--- config.mk ---
export PLATFORM = sky130hd
export DESIGN_NAME = bus_arbiter
export DESIGN_NICKNAME = d
export VERILOG_FILES = /design/src/rtl/bus_pkg.sv /design/src/rtl/bus_watchdog.sv /design/src/rtl/bus_arbiter.sv
export SDC_FILE = /design/constraint.sdc
export NUM_CORES = 1
export LEC_CHECK = 0
export CORE_ASPECT_RATIO = 0.8
export CORE_MARGIN = 1.5
export CORE_UTILIZATION = 35
export DETAILED_ROUTE_END_ITERATION = 16
export DONT_BUFFER_PORTS = 1
export GPL_TIMING_DRIVEN = 0
export PLACE_DENSITY = 0.58
export SYNTH_ARGS = -nofsm -noshare
export SYNTH_HDL_FRONTEND = slang
export SYNTH_SLANG_ARGS = --single-unit
--- constraint.sdc ---
create_clock -name clk -period 3.7 [get_ports clk]
set_input_delay 0.74 -clock clk [delete_from_list [all_inputs] [get_ports clk]]
set_output_delay 0.74 -clock clk [all_outputs]
set_load 0.01 [all_outputs]
--- src/rtl/bus_pkg.sv ---
// Shared definitions for the two-master system bus: widths, arbiter state
// encoding and the memory map seen behind the address decoder.
package bus_pkg;

    localparam int ADDR_W = 8;
    localparam int DATA_W = 8;

    typedef enum logic [1:0] {
        IDLE  = 2'd0,
        BUSY0 = 2'd1,
        BUSY1 = 2'd2
    } arb_state_t;

    // ROM occupies 0x00..ROM_END, RAM sits between ROM and the two GPIO bytes.
    localparam logic [ADDR_W-1:0] ROM_END  = 8'h7f;
    localparam logic [ADDR_W-1:0] GPIO_IN  = 8'hfe;
    localparam logic [ADDR_W-1:0] GPIO_OUT = 8'hff;

    function automatic logic is_request(input logic rd, input logic wr);
        return rd | wr;
    endfunction

endpackage

--- src/rtl/bus_watchdog.sv ---
// Stall watchdog for the arbiter: counts BUSY cycles without a device ready
// and flags the cycle in which the current transaction has to be aborted.
module bus_watchdog
    import bus_pkg::*;
#(
    parameter int TIMEOUT = 16
) (
    input  logic clk,
    input  logic reset,
    input  logic clear,
    input  logic busy,
    input  logic ready,
    output logic expire
);

    localparam int CW_RAW = $clog2(TIMEOUT + 1);
    localparam int CW     = (CW_RAW > 1) ? CW_RAW : 1;
    localparam int LIMIT_I = (TIMEOUT > 0) ? TIMEOUT - 1 : 0;
    localparam logic [CW-1:0] LIMIT = CW'(LIMIT_I);
    localparam logic [CW-1:0] SAT   = '1;

    logic [CW-1:0] count;

    // Saturating count so a disabled or very long watchdog can never wrap back
    // into the abort window.
    always_ff @(posedge clk or posedge reset) begin
        if (reset) begin
            count <= '0;
        end else if (clear) begin
            count <= '0;
        end else if (busy && !ready && (count != SAT)) begin
            count <= count + 1'b1;
        end
    end

    assign expire = (TIMEOUT != 0) && busy && !ready && (count == LIMIT);

endmodule

--- src/rtl/bus_arbiter.sv ---
// Two-master round-robin arbiter in front of the system bus address decoder,
// with pass-through handshake and watchdog abort of stalled transactions.
module bus_arbiter
    import bus_pkg::*;
#(
    parameter int TIMEOUT = 16
) (
    input  logic              clk,
    input  logic              reset,

    input  logic              m0_read,
    input  logic              m0_write,
    input  logic [ADDR_W-1:0] m0_address,
    input  logic [DATA_W-1:0] m0_data_out,
    output logic [DATA_W-1:0] m0_data_in,
    output logic              m0_ready,

    input  logic              m1_read,
    input  logic              m1_write,
    input  logic [ADDR_W-1:0] m1_address,
    input  logic [DATA_W-1:0] m1_data_out,
    output logic [DATA_W-1:0] m1_data_in,
    output logic              m1_ready,

    output logic              read,
    output logic              write,
    output logic [ADDR_W-1:0] address,
    output logic [DATA_W-1:0] data_out,
    input  logic [DATA_W-1:0] data_in,
    input  logic              ready,
    output logic              timeout
);

    arb_state_t state;
    arb_state_t state_next;
    logic       last;
    logic       last_next;

    logic m0_req;
    logic m1_req;
    logic cur_req;
    logic busy;
    logic expire;
    logic abort;
    logic done;
    logic clear;

    assign m0_req  = is_request(m0_read, m0_write);
    assign m1_req  = is_request(m1_read, m1_write);
    assign busy    = (state != IDLE);
    assign cur_req = (state == BUSY1) ? m1_req : m0_req;

    // A master that already withdrew gets no forced ready and no timeout pulse.
    assign abort = expire && cur_req;
    assign done  = busy && (ready || abort);

    // Counter restarts on every fresh grant, including back-to-back handovers.
    assign clear = (state_next != IDLE) && (state_next != state);

    bus_watchdog #(
        .TIMEOUT(TIMEOUT)
    ) u_watchdog (
        .clk   (clk),
        .reset (reset),
        .clear (clear),
        .busy  (busy),
        .ready (ready),
        .expire(expire)
    );

    always_ff @(posedge clk or posedge reset) begin
        if (reset) begin
            state   <= IDLE;
            last    <= 1'b1;
            timeout <= 1'b0;
        end else begin
            state   <= state_next;
            last    <= last_next;
            timeout <= abort;
        end
    end

    // On completion the other master always gets the next slot if it waits,
    // which is what bounds the wait to one transaction of the other master.
    always_comb begin
        state_next = state;
        last_next  = last;
        case (state)
            IDLE: begin
                if (m0_req && (!m1_req || last)) begin
                    state_next = BUSY0;
                end else if (m1_req) begin
                    state_next = BUSY1;
                end
            end
            BUSY0: begin
                if (done) begin
                    state_next = m1_req ? BUSY1 : IDLE;
                end else if (!m0_req) begin
                    state_next = IDLE;
                end
            end
            BUSY1: begin
                if (done) begin
                    state_next = m0_req ? BUSY0 : IDLE;
                end else if (!m1_req) begin
                    state_next = IDLE;
                end
            end
            default: begin
                state_next = IDLE;
            end
        endcase

        if ((state_next == BUSY0) && (state != BUSY0)) begin
            last_next = 1'b0;
        end
        if ((state_next == BUSY1) && (state != BUSY1)) begin
            last_next = 1'b1;
        end
    end

    always_comb begin
        read       = 1'b0;
        write      = 1'b0;
        address    = '0;
        data_out   = '0;
        m0_data_in = '0;
        m0_ready   = 1'b0;
        m1_data_in = '0;
        m1_ready   = 1'b0;
        case (state)
            BUSY0: begin
                read       = m0_read && !abort;
                write      = m0_write && !abort;
                address    = m0_address;
                data_out   = m0_data_out;
                m0_ready   = ready || abort;
                m0_data_in = abort ? '0 : data_in;
            end
            BUSY1: begin
                read       = m1_read && !abort;
                write      = m1_write && !abort;
                address    = m1_address;
                data_out   = m1_data_out;
                m1_ready   = ready || abort;
                m1_data_in = abort ? '0 : data_in;
            end
            default: begin
            end
        endcase
    end

endmodule
After elaboration in Yosys (flattened, before gate mapping)
Index checks and enable logic that the tools add are counted.

$add $sub $neg: 1. Reduce and logical (&&, ||, !) cells: 23. Bitwise operators: 2. Eq/ne operators: 9. Mux-type cells: 23.

Operators by type and width (count): 8-bit one-hot mux with 2 select lines (2); 8-bit two-way mux (3); 2-bit two-way mux (7); 1-bit logical AND (13); 5-bit two-way mux (2); 2-bit nonzero test (4); 1-bit two-way mux (6); 2-bit one-hot mux with 3 select lines (1); 5-bit by 1-bit adder with 5-bit output, second input constant (1); 5-bit by 4-bit equality test with 1-bit output, second input constant (1); 5-bit != test, second input constant (1); 2-bit by 1-bit equality test with 1-bit output, second input constant (2); 2-bit equality test, second input constant (2); 1-bit one-hot mux with 2 select lines (2); 1-bit logical NOT (3); 2-bit logical NOT (1); 1-bit logical OR (2); 2-bit by 1-bit != test with 1-bit output, second input constant (1); 2-bit != test (1); 2-bit != test, second input constant (1); 1-bit OR (2).

Flip-flop bits (word level): 9. Word-level logic and storage cells: 62.

Depth between registers and ports, before layout
Gate-level depths: netlist (run 1).

Depth in word-level cells: 12. Mapped depth: 9. Depth with buffers taken out: 8.

By module
From an unflattened synthesis (run 1), not the netlist that was laid out.

Cells, all modules: 132. Area total of the unflattened synthesis: 1087.3 um2.

By module, submodules not included: bus_arbiter (cells each 106, seq. area each 101.3 um2, instances 1, area each 792.0 um2); bus_watchdog (cells each 26, seq. area each 125.1 um2, instances 1, area each 295.3 um2).

Worst setup path before layout (run 1)
No wires, ideal clock.

Kind: register to output. Start point: register state[0]. End point: output m0_data_in[0]. Path buffers: 1. Arrival: 1923 ps. Data required time: 2960 ps. Setup slack: 1037 ps. Stages on the path, launching flop included: 8. Cells stage by stage: dfrtp_1 > inv_1 > ha_1 > or3_4 > and4_1 > clkbuf_1 > nor2b_1 > and2_1.

Longest elaborated chain between the ends: 6. Elaborated cells on any way between the ends: 9. Classes of those cells: eq/ne (2); mux (3); reduce/logical (4).

Ends and longest elaborated chain: start: declaration (line bus_arbiter.sv:34) `arb_state_t state;`; start signal: assignment (line bus_arbiter.sv:77) `state <= state_next;`; 2-bit nonzero test (line bus_arbiter.sv:50) `assign busy = (state != IDLE);`; 1-bit logical AND (2 in a row) (line bus_watchdog.sv:36) `assign expire = (TIMEOUT != 0) && busy && !ready && (count == LIMIT);`; 1-bit logical AND (*) (line bus_arbiter.sv:54) `assign abort = expire && cur_req;`; via abort (line bus_arbiter.sv:44) `logic abort;`; 8-bit two-way mux (*) (line bus_arbiter.sv:139) `m0_data_in = abort ? '0 : data_in;`; 8-bit two-way mux (*) (line bus_arbiter.sv:132) `case (state)`; end: declaration (line bus_arbiter.sv:15) `output logic [DATA_W-1:0] m0_data_in,`.

Mark *: on every way through the listed nets, which the timed path passes. The rest lies on a longest branch.

Worst setup path in the final report (run 1)
Start point: register state[0]. End point: output m1_data_in[0].

Longest elaborated chain between the ends: 6. Elaborated cells on any way between the ends: 8. Classes of those cells: eq/ne (1); mux (3); reduce/logical (4).

Ends and longest elaborated chain: 2-bit nonzero test (line bus_arbiter.sv:50); 1-bit logical AND (2 in a row) (line bus_watchdog.sv:36); 1-bit logical AND (*) (line bus_arbiter.sv:54); via abort (line bus_arbiter.sv:44); 8-bit two-way mux (*) (line bus_arbiter.sv:147) `m1_data_in = abort ? '0 : data_in;`; 8-bit two-way mux (*) (line bus_arbiter.sv:132); end: declaration (line bus_arbiter.sv:22) `output logic [DATA_W-1:0] m1_data_in,`.

Marked as above.

==> results.txt, run 1 <==
----------------------------------------------------
[Critical path]
  Start-to-end type of the worst setup path ... flip-flop to output port
  Category of the worst setup path capture point ... output port
  Required time reported for the critical path endpoint ... 2960 ps
  Kind of launch point of the worst setup path ... flip-flop
  Timing startpoint of the critical path ... state[0]
  Crit-path max FO ... 8
  Arrival time of data at the critical path endpoint ... roughly 2500 ps
  Source of the worst register-to-register timing path ... state[0]

[Synthesis]
  Most used flip-flop cell after synthesis ... sky130_fd_sc_hd__dfrtp_1
  Post-synthesis xor/xnor area fraction ... under 10%
  Register area share after synthesis ... between 20% and 30%
  Main combinational cell family by area after synthesis ... simple AND/OR/NAND/NOR gates
  Top cell type's share of synthesized area ... about 18%
  Area of the mapped netlist ... roughly 0.0011 mm^2
  EDFF count, synth ... 0
  Net Count, Synth ... around 190
  Dominant cells by area after synthesis ... sky130_fd_sc_hd__dfrtp_1 18%, sky130_fd_sc_hd__a22oi_1 11%, sky130_fd_sc_hd__nor2b_1 9.4%, sky130_fd_sc_hd__and2_1 8.9%, sky130_fd_sc_hd__ha_1 7.8%
  Post-synthesis compound-gate area fraction ... 26.6%
  Synthesized-area fraction occupied by adder cells ... just under 8%
  Yosys cell types ... 46
  Multiplexer area fraction after synthesis ... between 2 and 3%
  Register bit count reported by yosys ... 9
  Most instantiated cells after synthesis ... 17 x sky130_fd_sc_hd__nor2b_1, 16 x sky130_fd_sc_hd__a22oi_1, 16 x sky130_fd_sc_hd__and2_1
  Cell type contributing the most total cell area after synthesis ... sky130_fd_sc_hd__dfrtp_1
  Warnings, synthesis ... 0
  Basic-gate share of the synthesized area counting and, or, nand and nor cells ... a little over a third
  Post-synthesis instance total ... about 140
  Top-count cell post-synth ... sky130_fd_sc_hd__nor2b_1
  Async S/R FF share, synth ... between 90% and 100%
  Mean instance size in the synthesized netlist ... between 8 and 9 um^2

[Cells and area]
  Nets ... between 150 and 200
  Fraction of layout instances using a drive strength above 1 ... between 10 and 15%
  Number of fill cells in the layout ... around 300
  Post-route design area ... about 0.0012 mm^2
  Antenna cell count ... 0
  Sequential standard cell area ... roughly 230 um^2
  Area of the multi-input gates ... about 840 um^2
  Area delta synth->final ... 8.44%

[Routing]
  Starting DRC count in detailed routing ... 82
  Via Count ... ~1,100
  Vias per inst ... between 5 and 6
  ANT nets after route ... 0
  Routed wire length ... ~2.7 mm
  Residual DRC count ... 0
  Detailed Routing Iterations Pass 1 ... 4
  Wire per inst ... between 10 and 15 um

[Global route]
  Global-route usage over all layers ... about 14%
  Initial antenna violation count ... 0
  Sum of overflow across all layers after global routing ... 0
  Wire length of the first global-routing pass ... ~3.8 mm
  Vias in the first global route ... roughly 860
  Pin count of the biggest net entering global routing ... 11

[Timing]
  Slack of the critical path ... between 400 and 500 ps
  Relative slew margins ... 69.7%
  Tightest hold margin ... 354 ps
  Final setup violation count ... 0
  Shortest clock period the worst path allows after layout ... ~3200 ps
  Final Skew ... approximately 4.2 ps
  Slew @ Worst Pin ... about 450 ps
  Total Negative Setup Slacks ... 0 ps
  RSZ-0062 raised after global routing ... no
  Fmax ... around 310 MHz
  Pins over their slew limit ... 0
  Period utilization ... between 80% and 90%
  Endpoints failing hold ... 0

[Power and ir drop]
  Total power per unit cell area ... ~800 mW/mm^2
  Leakage ... ~0.47 nW
  Post-route total power ... approximately 0.00098 W
  Maximum ir drop on the vdd rail ... 0.241 mV

[Floorplan]
  Number of rows in the core area ... 18
  Starting density of the core ... between 30% and 40%
  Core region area ... between 0.003 and 0.004 mm^2
  Number of top-level pins ... 84
  Horizontal die dimension ... roughly 66 um
  Die ar. ... 0.00357 mm^2
  Die boundary height ... ~54 um

[CTS]
  Clock transition at the registers of the reported paths ... 40 ps
  Clk Latency, worst-skew pair ... between 200 and 250 ps
  Post-CTS Hold Fix Bufs ... 0
  Clock tree from TritonCTS ... built
  Root buffer cell ... sky130_fd_sc_hd__clkbuf_8
  TritonCTS buffer count ... 3
  Count of instances resized after the clock tree is built ... 0
  Number of setup buffers added after CTS ... 0
  Number of levels the H-tree was split into ... 1
  Bufs on Longest Clock Path ... 2
  Clock net sink count ... 9

[Place]
  Placer's final routability congestion estimate ... slightly above 0.8
  Count of buffers inserted at the top-level ports ... 0
  Placement-stage cell area ... between 0.001 and 0.0015 mm^2
  Detailed placement HPWL ... ~2.2 mm
  Worst slack at placement ... a little over 700 ps

[Min path]
  Path type of the worst min-delay path ... input pin to asynchronous set/reset pin

[Run status]
  Run status ... completed

[Job]
  Count of max-cap constraint violations ... 0

----------------------------------------------------
[layout make-up]
type                            count  area share [%]
Buffer                              7            2.36
Clock buffer                        4            3.69
Inverter                            7            2.15
Multi-Input combinational cell    114            69.2
Sequential cell                     9            18.5
Tap cell                           40            4.10
[registers in the layout, summed over array words and instances, names as in the netlist]
register / flops
u_watchdog.count: 5
timeout: 1
last: 1
state: 2
[power by group]
part           switching [W]  leakage (nW)  internal, W
Combinational       0.000418         0.334     0.000283
Clock              0.0000367        0.0228    0.0000749
Sequential         0.0000341         0.118     0.000134
[stage by stage]
step	std cells	utilization, %
detailed placement	177	38.1
finish	181	39.6
global placement	177	38.1
CTS	181	39.6
floorplan	137	-
global route	181	39.6
[cells in the final DEF, fill, tap and decap left out, types with 2 or more instances in the layout]
| master | synthesis | final |
|---|---|---|
| sky130_fd_sc_hd__nand3_1 | 3 | 3 |
| sky130_fd_sc_hd__clkbuf_8 | 0 | 3 |
| sky130_fd_sc_hd__mux2i_1 | 3 | 3 |
| sky130_fd_sc_hd__inv_1 | 7 | 7 |
| sky130_fd_sc_hd__a22oi_1 | 16 | 16 |
| sky130_fd_sc_hd__nand2_1 | 4 | 4 |
| sky130_fd_sc_hd__buf_2 | 2 | 2 |
| sky130_fd_sc_hd__and2_1 | 16 | 16 |
| sky130_fd_sc_hd__or2_1 | 2 | 2 |
| sky130_fd_sc_hd__a21oi_1 | 2 | 2 |
| sky130_fd_sc_hd__nor2b_1 | 17 | 17 |
| sky130_fd_sc_hd__nor2_1 | 9 | 9 |
| sky130_fd_sc_hd__xor2_1 | 2 | 2 |
| sky130_fd_sc_hd__nor3_1 | 5 | 5 |
| sky130_fd_sc_hd__dfrtp_1 | 8 | 8 |
| sky130_fd_sc_hd__clkbuf_1 | 4 | 5 |
| sky130_fd_sc_hd__ha_1 | 7 | 7 |
[worst paths after layout]
check | to | slack [ps] | cells past startpoint
max | m1_data_in[0] | 480 | 7
min in group clk | last | 530 | 1
max in group asynchronous | last | 3050 | 1
max reg2reg | u_watchdog.count[0] | 1300 | 8
min | u_watchdog.count[3] | 350 | 1
min reg2reg | last | 530 | 1
[cell families after synthesis]
family	Yosys count
compound gates	35
simple gates	66
mux	3
buf+inv	14
flops	9
xor+xnor	3
fa+ha+maj	7
[worst max-delay path: stages, from the launching register on]
cell and delay (ps):
sky130_fd_sc_hd__dfrtp_1 520, sky130_fd_sc_hd__inv_1 110, sky130_fd_sc_hd__ha_1 260, sky130_fd_sc_hd__or3_4 410
sky130_fd_sc_hd__and4_1 190, sky130_fd_sc_hd__clkbuf_1 180, sky130_fd_sc_hd__nor2_1 330, sky130_fd_sc_hd__and2_1 240
[layer usage]
| metal | vias up | track usage, % | routed length [um] |
|---|---|---|---|
| met2 | 52 | 20.8 | 1250 |
| met3 | 2 | 3.56 | 242 |
| met5 | - | 0 | 0 |
| li1 | 498 | - | - |
| met4 | 0 | 3.74 | 14 |
| met1 | 500 | 19.5 | 1200 |
(Power assumes the default switching activity.)
==> inputs of run 2 (changes only) <==
- clock period: 3.7 -> 3 ns (I/O delays scaled with it)
==> run 2 against run 1 <==
Register-to-register slack got worse by 590 ps. Non-clock buffer count did not move. Clock power rose by 23%. Power rose by 24%. Setup slack got worse by 380 ps. Wire length rose by 0.11%. Count of clock-buffer cells in the layout did not move. Combinational power rose by 24%. Worst hold slack got worse by 140 ps. Die area did not move. Final cell count did not move. Critical path type unchanged. Highest routed layer unchanged.
==> results.txt, run 2 (same netlist as run 1, synthesis figures left out) <==
----------------------------------------------------
[Run status]
  Run status ... completed

[Critical path]
  Crit-path max FO ... 8
  Largest delay share family, worst path ... simple AND/OR/NAND/NOR gates
  Start-to-end type of the worst setup path ... flip-flop to output port
  Arrival time of data at the critical path endpoint ... roughly 2300 ps
  Kind of launch point of the worst setup path ... flip-flop
  Category of the worst setup path capture point ... output port
  Required time reported for the critical path endpoint ... between 2000 and 2500 ps
  Crit path cell chain ... inv_1 -> ha_1 -> or3_4 -> and4_1 -> clkbuf_1 -> nor2_2 -> and2_1
  Buffer and inverter count on the worst path ... 2
  Highest-delay cell along the critical path ... sky130_fd_sc_hd__dfrtp_2
  Worst stage delay on the critical path ... 450 ps

[Timing]
  Slew @ Worst Pin ... between 400 and 500 ps
  Relative slew margins ... 69.0%
  Total Negative Setup Slacks ... 0 ps
  Period utilization ... between 90% and 100%
  Pins over their slew limit ... 0
  Shortest clock period the worst path allows after layout ... a little under 3000 ps
  Final setup violation count ... 0
  Final Skew ... 4.44 ps
  Endpoints failing hold ... 0
  Fmax ... roughly 340 MHz
  Slack of the critical path ... approximately 97 ps
  RSZ-0062 raised after global routing ... yes
  Tightest hold margin ... about 210 ps

[Routing]
  Wire per inst ... about 15 um
  Residual DRC count ... 0
  Vias per inst ... ~5.8
  Starting DRC count in detailed routing ... 63
  Routed wire length ... ~2.7 mm
  Detailed Routing Iterations Pass 1 ... 4
  Via Count ... roughly 1,100
  ANT nets after route ... 0

[Cells and area]
  Register name with the most flops ... u_watchdog.count
  Commonest non-fill, non-tap cells in the layout ... 16 x sky130_fd_sc_hd__a22oi_1, 16 x sky130_fd_sc_hd__nor2b_1, 16 x sky130_fd_sc_hd__and2_1, 8 x sky130_fd_sc_hd__nor2_1
  Post-route design area ... roughly 0.0012 mm^2
  Antenna cell count ... 0
  Nets ... between 150 and 200
  Number of flip-flops under the largest register name ... 5
  Fraction of layout instances using a drive strength above 1 ... ~15%
  Final core utilization ... between 30% and 40%
  Biggest registers after layout ... u_watchdog.count (5), state (2)
  Area delta synth->final ... 9.11%

[Power and ir drop]
  Total power per unit cell area ... between 900 and 1000 mW/mm^2
  Leakage ... 0.477 nW
  Maximum ir drop on the vdd rail ... 0.297 mV

[Floorplan]
  Core region area ... about 0.0031 mm^2
  Die boundary height ... about 54 um
  Horizontal die dimension ... ~66 um
  Number of rows in the core area ... 18
  Die ar. ... between 0.003 and 0.004 mm^2
  Starting density of the core ... between 30% and 40%
  Number of top-level pins ... 84

[Global route]
  Vias in the first global route ... around 860
  Sum of overflow across all layers after global routing ... 0
  Global-route usage over all layers ... 13.8%
  Initial antenna violation count ... 0
  Pin count of the biggest net entering global routing ... 11
  Wire length of the first global-routing pass ... around 3.8 mm

[CTS]
  Number of setup buffers added after CTS ... 0
  Clock net sink count ... 9
  Clock transition at the registers of the reported paths ... approximately 40 ps
  Root buffer cell ... sky130_fd_sc_hd__clkbuf_8
  Clk Latency, worst-skew pair ... ~230 ps
  Clock tree from TritonCTS ... built
  TritonCTS buffer count ... 3
  Bufs on Longest Clock Path ... 2
  Number of levels the H-tree was split into ... 1

[Place]
  Placer's final routability congestion estimate ... 0.821
  Detailed placement HPWL ... 2.22 mm
  Worst slack at placement ... approximately 150 ps
  Count of buffers inserted at the top-level ports ... 0
  Placement-stage cell area ... around 0.0012 mm^2

[Job]
  Count of max-cap constraint violations ... 0

[Min path]
  Path type of the worst min-delay path ... input pin to asynchronous set/reset pin

----------------------------------------------------
==> run 2: path summary, 6_finish.rpt <==
path                                from                  end  slack, ps  cells past startpoint
worst min register to register      last                 last        530                      1
min in group clk                    last                 last        530                      1
worst min-delay path               reset  u_watchdog.count[3]        210                      1
worst max-delay path            state[0]        m1_data_in[0]        100                      7
worst max register to register  state[0]  u_watchdog.count[0]        710                      8
max in group asynchronous          reset                 last       2480                      1
==> run 2: timing repair <==
item / CTS / global route
setup endpoints to repair: 16 / 22
hold buffers: 0 / 0
gates resized for setup: 0 / 5
endpoints found under the hold margin: 0 / 0
==> run 2: per-stage QoR <==
stage	cells	total power [W]
finish	181	0.00122
floorplan	137	0.000942
detailed placement	177	0.00107
global route	181	0.00133
CTS	181	0.00122
global placement	177	0.00106
==> run 2: final cells by class <==
| cell class | count | area [um^2] |
|---|---|---|
| Inverter | 7 | 26.3 |
| Buffer | 7 | 30.0 |
| Fill cell | 302 | 1860 |
| Tap cell | 40 | 50.0 |
| Clock buffer | 4 | 45.0 |
| Sequential cell | 9 | 228 |
| Multi-Input combinational cell | 114 | 850 |
==> run 2: worst reg2reg max path, cell delays in order (launching register included) <==
cell	delay [ps]
sky130_fd_sc_hd__dfrtp_2	450
sky130_fd_sc_hd__inv_1	90
sky130_fd_sc_hd__ha_1	250
sky130_fd_sc_hd__or3_4	410
sky130_fd_sc_hd__a31oi_4	240
sky130_fd_sc_hd__o22ai_1	140
sky130_fd_sc_hd__o21a_4	230
sky130_fd_sc_hd__nor3_4	260
sky130_fd_sc_hd__nor3_1	90
==> run 2: where the power goes <==
group,total (W),switching (W),internal (W),leakage (nW)
Combinational,0.000872,0.000518,0.000354,0.338
Clock,0.000138,0.0000454,0.0000924,0.0228
Sequential,0.000208,0.0000413,0.000167,0.116
Total,0.00122,0.000605,0.000613,0.477
==> run 2: routing by layer <==
layer	vias up	GRT usage, %	share of wire [%]
met5	-	0	0
li1	498	-	-
met3	2	3.56	8.5
met2	55	20.8	46
met1	499	19.5	45
met4	0	3.74	0.52
==> inputs of run 3 (changes only) <==
- ABC_AREA: unset -> 1
- CORE_UTILIZATION: 35 -> 62
- PLACE_DENSITY: 0.58 -> 0.87
- SETUP_SLACK_MARGIN: unset -> 0.5
==> run 3 against run 2 <==
Non-clock buffer count up 2. Fmax up 19%. Setup slack better by 460 ps. Worst hold slack worse by 34 ps. Synthesized cell count up 26%. Sequential cell count unchanged. Core utilization up 41 points. Largest cell class unchanged.
==> results.txt, run 3 <==
----------------------------------------------------
[Power and ir drop]
  Leakage ... approximately 0.55 nW
  Total power per unit cell area ... between 900 and 1000 mW/mm^2
  Maximum ir drop on the vdd rail ... roughly 0.57 mV
  Clk pwr share ... 8.7%
  Post-route total power ... about 0.0011 W
  Switch Pwr ... between 0.0006 and 0.0007 W
  Fraction of power spent switching nets ... between 50% and 60%
  Fraction of power consumed by sequential logic ... between 10% and 20%
  Internal Power ... roughly 0.00046 W
  Combinational share of power ... 73.6%

[Job]
  Count of max-cap constraint violations ... 0

[Critical path]
  Worst reg2reg path depth ... 18
  Highest-delay cell along the critical path ... sky130_fd_sc_hd__dfrtp_1
  Buffer and inverter count on the worst path ... 2
  Reg-to-Reg End ... u_watchdog.count[3]
  Category of the worst setup path capture point ... output port
  Arrival time of data at the critical path endpoint ... roughly 1900 ps
  Source of the worst register-to-register timing path ... u_watchdog.count[0]
  Crit path cell chain ... ha_2 -> and3_4 -> ha_1 -> inv_1 -> nor2_2 -> nand3_4 -> nand2_2 -> inv_1 -> nor2_2
  Worst-case register-to-register setup slack ... 830 ps
  Required time reported for the critical path endpoint ... ~2400 ps
  Crit-path max FO ... 4
  Start-to-end type of the worst setup path ... flip-flop to output port
  Kind of launch point of the worst setup path ... flip-flop
  Worst stage delay on the critical path ... a little under 400 ps
  Largest delay share family, worst path ... simple AND/OR/NAND/NOR gates

[Synthesis]
  Register bit count reported by yosys ... 9
  EDFF count, synth ... 0
  Most instantiated cells after synthesis ... 64 x sky130_fd_sc_hd__nand2_1, 19 x sky130_fd_sc_hd__nor2_1, 18 x sky130_fd_sc_hd__a21oi_1
  Top cell type's share of synthesized area ... between 20% and 30%
  Post-synthesis instance total ... around 170
  Most used flip-flop cell after synthesis ... sky130_fd_sc_hd__dfrtp_1
  Top-count cell post-synth ... sky130_fd_sc_hd__nand2_1
  Net Count, Synth ... around 230
  Warnings, synthesis ... 0
  Mean instance size in the synthesized netlist ... 5.97 um^2
  Area of the mapped netlist ... between 0.001 and 0.0015 mm^2
  Async S/R FF share, synth ... 100%
  Yosys cell types ... 26
  Dominant cells by area after synthesis ... sky130_fd_sc_hd__nand2_1 23%, sky130_fd_sc_hd__dfrtp_1 19%, sky130_fd_sc_hd__a21oi_1 8.8%, sky130_fd_sc_hd__ha_1 8.5%, sky130_fd_sc_hd__nor2_1 6.9%
  Cell type contributing the most total cell area after synthesis ... sky130_fd_sc_hd__nand2_1
  Register area share after synthesis ... around 22%

[Routing]
  Via Count ... 1,135
  Wire per inst ... 14.2 um
  Top sig layer ... met4
  Detailed-routing wirelength on met1 ... between 1 and 1.5 mm
  Vias per inst ... 5.70
  Routed wire length ... 2.83 mm
  Detailed Routing Iterations Pass 1 ... 4
  ANT nets after route ... 0
  Met2 routed wirelength ... around 1.4 mm
  Starting DRC count in detailed routing ... 51
  Detailed route wirelength on metal3 ... around 250 um
  Residual DRC count ... 0

[Global route]
  Pin count of the biggest net entering global routing ... 11
  Wire length of the first global-routing pass ... 4.01 mm
  Initial antenna violation count ... 0
  Vias in the first global route ... between 900 and 1,000
  Sum of overflow across all layers after global routing ... 0
  Global-route usage over all layers ... between 20% and 30%

[CTS]
  Clock net sink count ... 9
  Root buffer cell ... sky130_fd_sc_hd__clkbuf_4
  Clk Latency, worst-skew pair ... around 270 ps
  Bufs on Longest Clock Path ... 2
  Clock tree from TritonCTS ... built
  TritonCTS buffer count ... 3
  Number of levels the H-tree was split into ... 1
  Clock transition at the registers of the reported paths ... roughly 70 ps

[Floorplan]
  Number of top-level pins ... 84
  Number of rows in the core area ... 12
  Core region area ... 0.00147 mm^2
  Horizontal die dimension ... slightly below 50 um
  Starting density of the core ... 69.8%
  Die ar. ... around 0.0019 mm^2
  Die boundary height ... 39.4 um

[Timing]
  Slew @ Worst Pin ... around 550 ps
  Relative slew margins ... ~63%
  RSZ-0062 raised after global routing ... no
  Period utilization ... 81.5%
  Fmax ... 409 MHz
  Pins over their slew limit ... 0
  Final Skew ... between 1 and 1.5 ps
  Total Negative Setup Slacks ... 0 ps
  Endpoints failing hold ... 0
  Shortest clock period the worst path allows after layout ... roughly 2400 ps
  Final setup violation count ... 0

[Run status]
  Run status ... completed

[Cells and area]
  Register name with the most flops ... u_watchdog.count
  Commonest non-fill, non-tap cell in the layout ... sky130_fd_sc_hd__nand2_1
  Antenna cell count ... 0
  Fraction of layout instances using a drive strength above 1 ... around 29%
  Biggest registers after layout ... u_watchdog.count (5), state (2)
  Final core utilization ... approximately four fifths
  Commonest non-fill, non-tap cells in the layout ... 63 x sky130_fd_sc_hd__nand2_1, 18 x sky130_fd_sc_hd__nor2_2, 14 x sky130_fd_sc_hd__a21oi_1, 13 x sky130_fd_sc_hd__inv_1, 9 x sky130_fd_sc_hd__nor2_1
  Post-route design area ... between 0.001 and 0.0015 mm^2
  Nets ... 233
  Number of flip-flops under the largest register name ... 5
  Area delta synth->final ... 15.7%

[Place]
  Placement-stage cell area ... 0.00105 mm^2
  Count of buffers inserted at the top-level ports ... 0
  Placer's final routability congestion estimate ... between 0.8 and 0.9
  Detailed placement HPWL ... around 2.1 mm

[Min path]
  Path type of the worst min-delay path ... input pin to asynchronous set/reset pin

----------------------------------------------------
==> run 3: cell types whose count changed after synthesis, sizes merged, moves of 10 or more <==
| cell | delta |
|---|---|
| inv | +10 |
| nor2b | -17 |
| nor2 | +18 |
| a22oi | -16 |
| a21oi | +15 |
| nand2 | +66 |
| and2 | -16 |
==> run 3: repair_timing <==
action | CTS | global route
gates resized for setup | 10 | 19
setup buffers | 0 | 1
cloned | 0 | 1
hold buffers | 0 | 0
pin swaps | 0 | 4
endpoints found under the setup margin | 19 | 31
==> run 3: worst reg2reg max path: stages, from the launching register on <==
cell and delay (ps):
sky130_fd_sc_hd__dfrtp_1 390, sky130_fd_sc_hd__ha_2 190, sky130_fd_sc_hd__and3_4 180, sky130_fd_sc_hd__ha_1 150
sky130_fd_sc_hd__inv_1 50, sky130_fd_sc_hd__nor2_2 120, sky130_fd_sc_hd__nand3_4 130, sky130_fd_sc_hd__nand2_2 120
sky130_fd_sc_hd__nand2_1 80, sky130_fd_sc_hd__nand2_1 80, sky130_fd_sc_hd__nand2_1 50, sky130_fd_sc_hd__nand2_1 60
sky130_fd_sc_hd__nand2_2 60, sky130_fd_sc_hd__nand2_2 70, sky130_fd_sc_hd__nand2_1 50, sky130_fd_sc_hd__nand2_1 70
sky130_fd_sc_hd__nand2_2 60, sky130_fd_sc_hd__nand2_4 100, sky130_fd_sc_hd__nor2_2 50
==> run 3: power groups by stage <==
stage	combinational [W]	clock, W	sequential [W]
2_1_floorplan	0.000638	0	0.000190
3_3_place_gp	0.000727	0	0.000199
3_5_place_dp	0.000751	0	0.000201
4_1_cts	0.000775	0.0000990	0.000198
5_1_grt	0.000907	0.000106	0.000202
6_report	0.000829	0.0000978	0.000199
==> run 3: cell families after synthesis <==
family	synth area share, %
AND/OR/NAND/NOR	44.1
multiplexers	0.974
AO/OA/AOI/OAI	11.7
flip-flops	22.0
adder cells (fa/ha/maj)	8.53
buffers and inverters	10.1
XOR/XNOR	2.56
==> run 3: worst max-delay path by stage <==
stage / to / cells past startpoint / startpoint
floorplan: read / 9 / u_watchdog.count[0]
finish: m1_ready / 9 / u_watchdog.count[0]
detailed placement: write / 9 / u_watchdog.count[0]
CTS: m0_data_in[0] / 9 / u_watchdog.count[0]
global placement: write / 9 / u_watchdog.count[0]
global route: m1_ready / 9 / u_watchdog.count[0]
==> run 3: per-layer routing <==
layer | up-vias | global-route usage, %
met3 | 8 | 4.96
met2 | 82 | 55.2
li1 | 545 | -
met5 | - | 0
met1 | 500 | 32.0
met4 | 0 | 11.4
==> run 3: final cells by class <==
type                    instances  area [um^2]
multi-input cells             139          754
fillers                        92          283
flip-flops and latches          9          229
inverters                      17         66.3
plain buffers                   7         52.6
repair buffers                  2         32.5
well taps                      21         26.3
clock buffers                   3         22.5
clock inverters                 1         5.00
==> run 3: per-stage QoR <==
step / instances / setup slack, ps / hold WS [ps]
floorplan: 172 / 729 / 427
global placement: 193 / 572 / 464
detailed placement: 193 / 516 / 470
CTS: 197 / 513 / 192
global route: 199 / 470 / 195
finish: 199 / 555 / 180
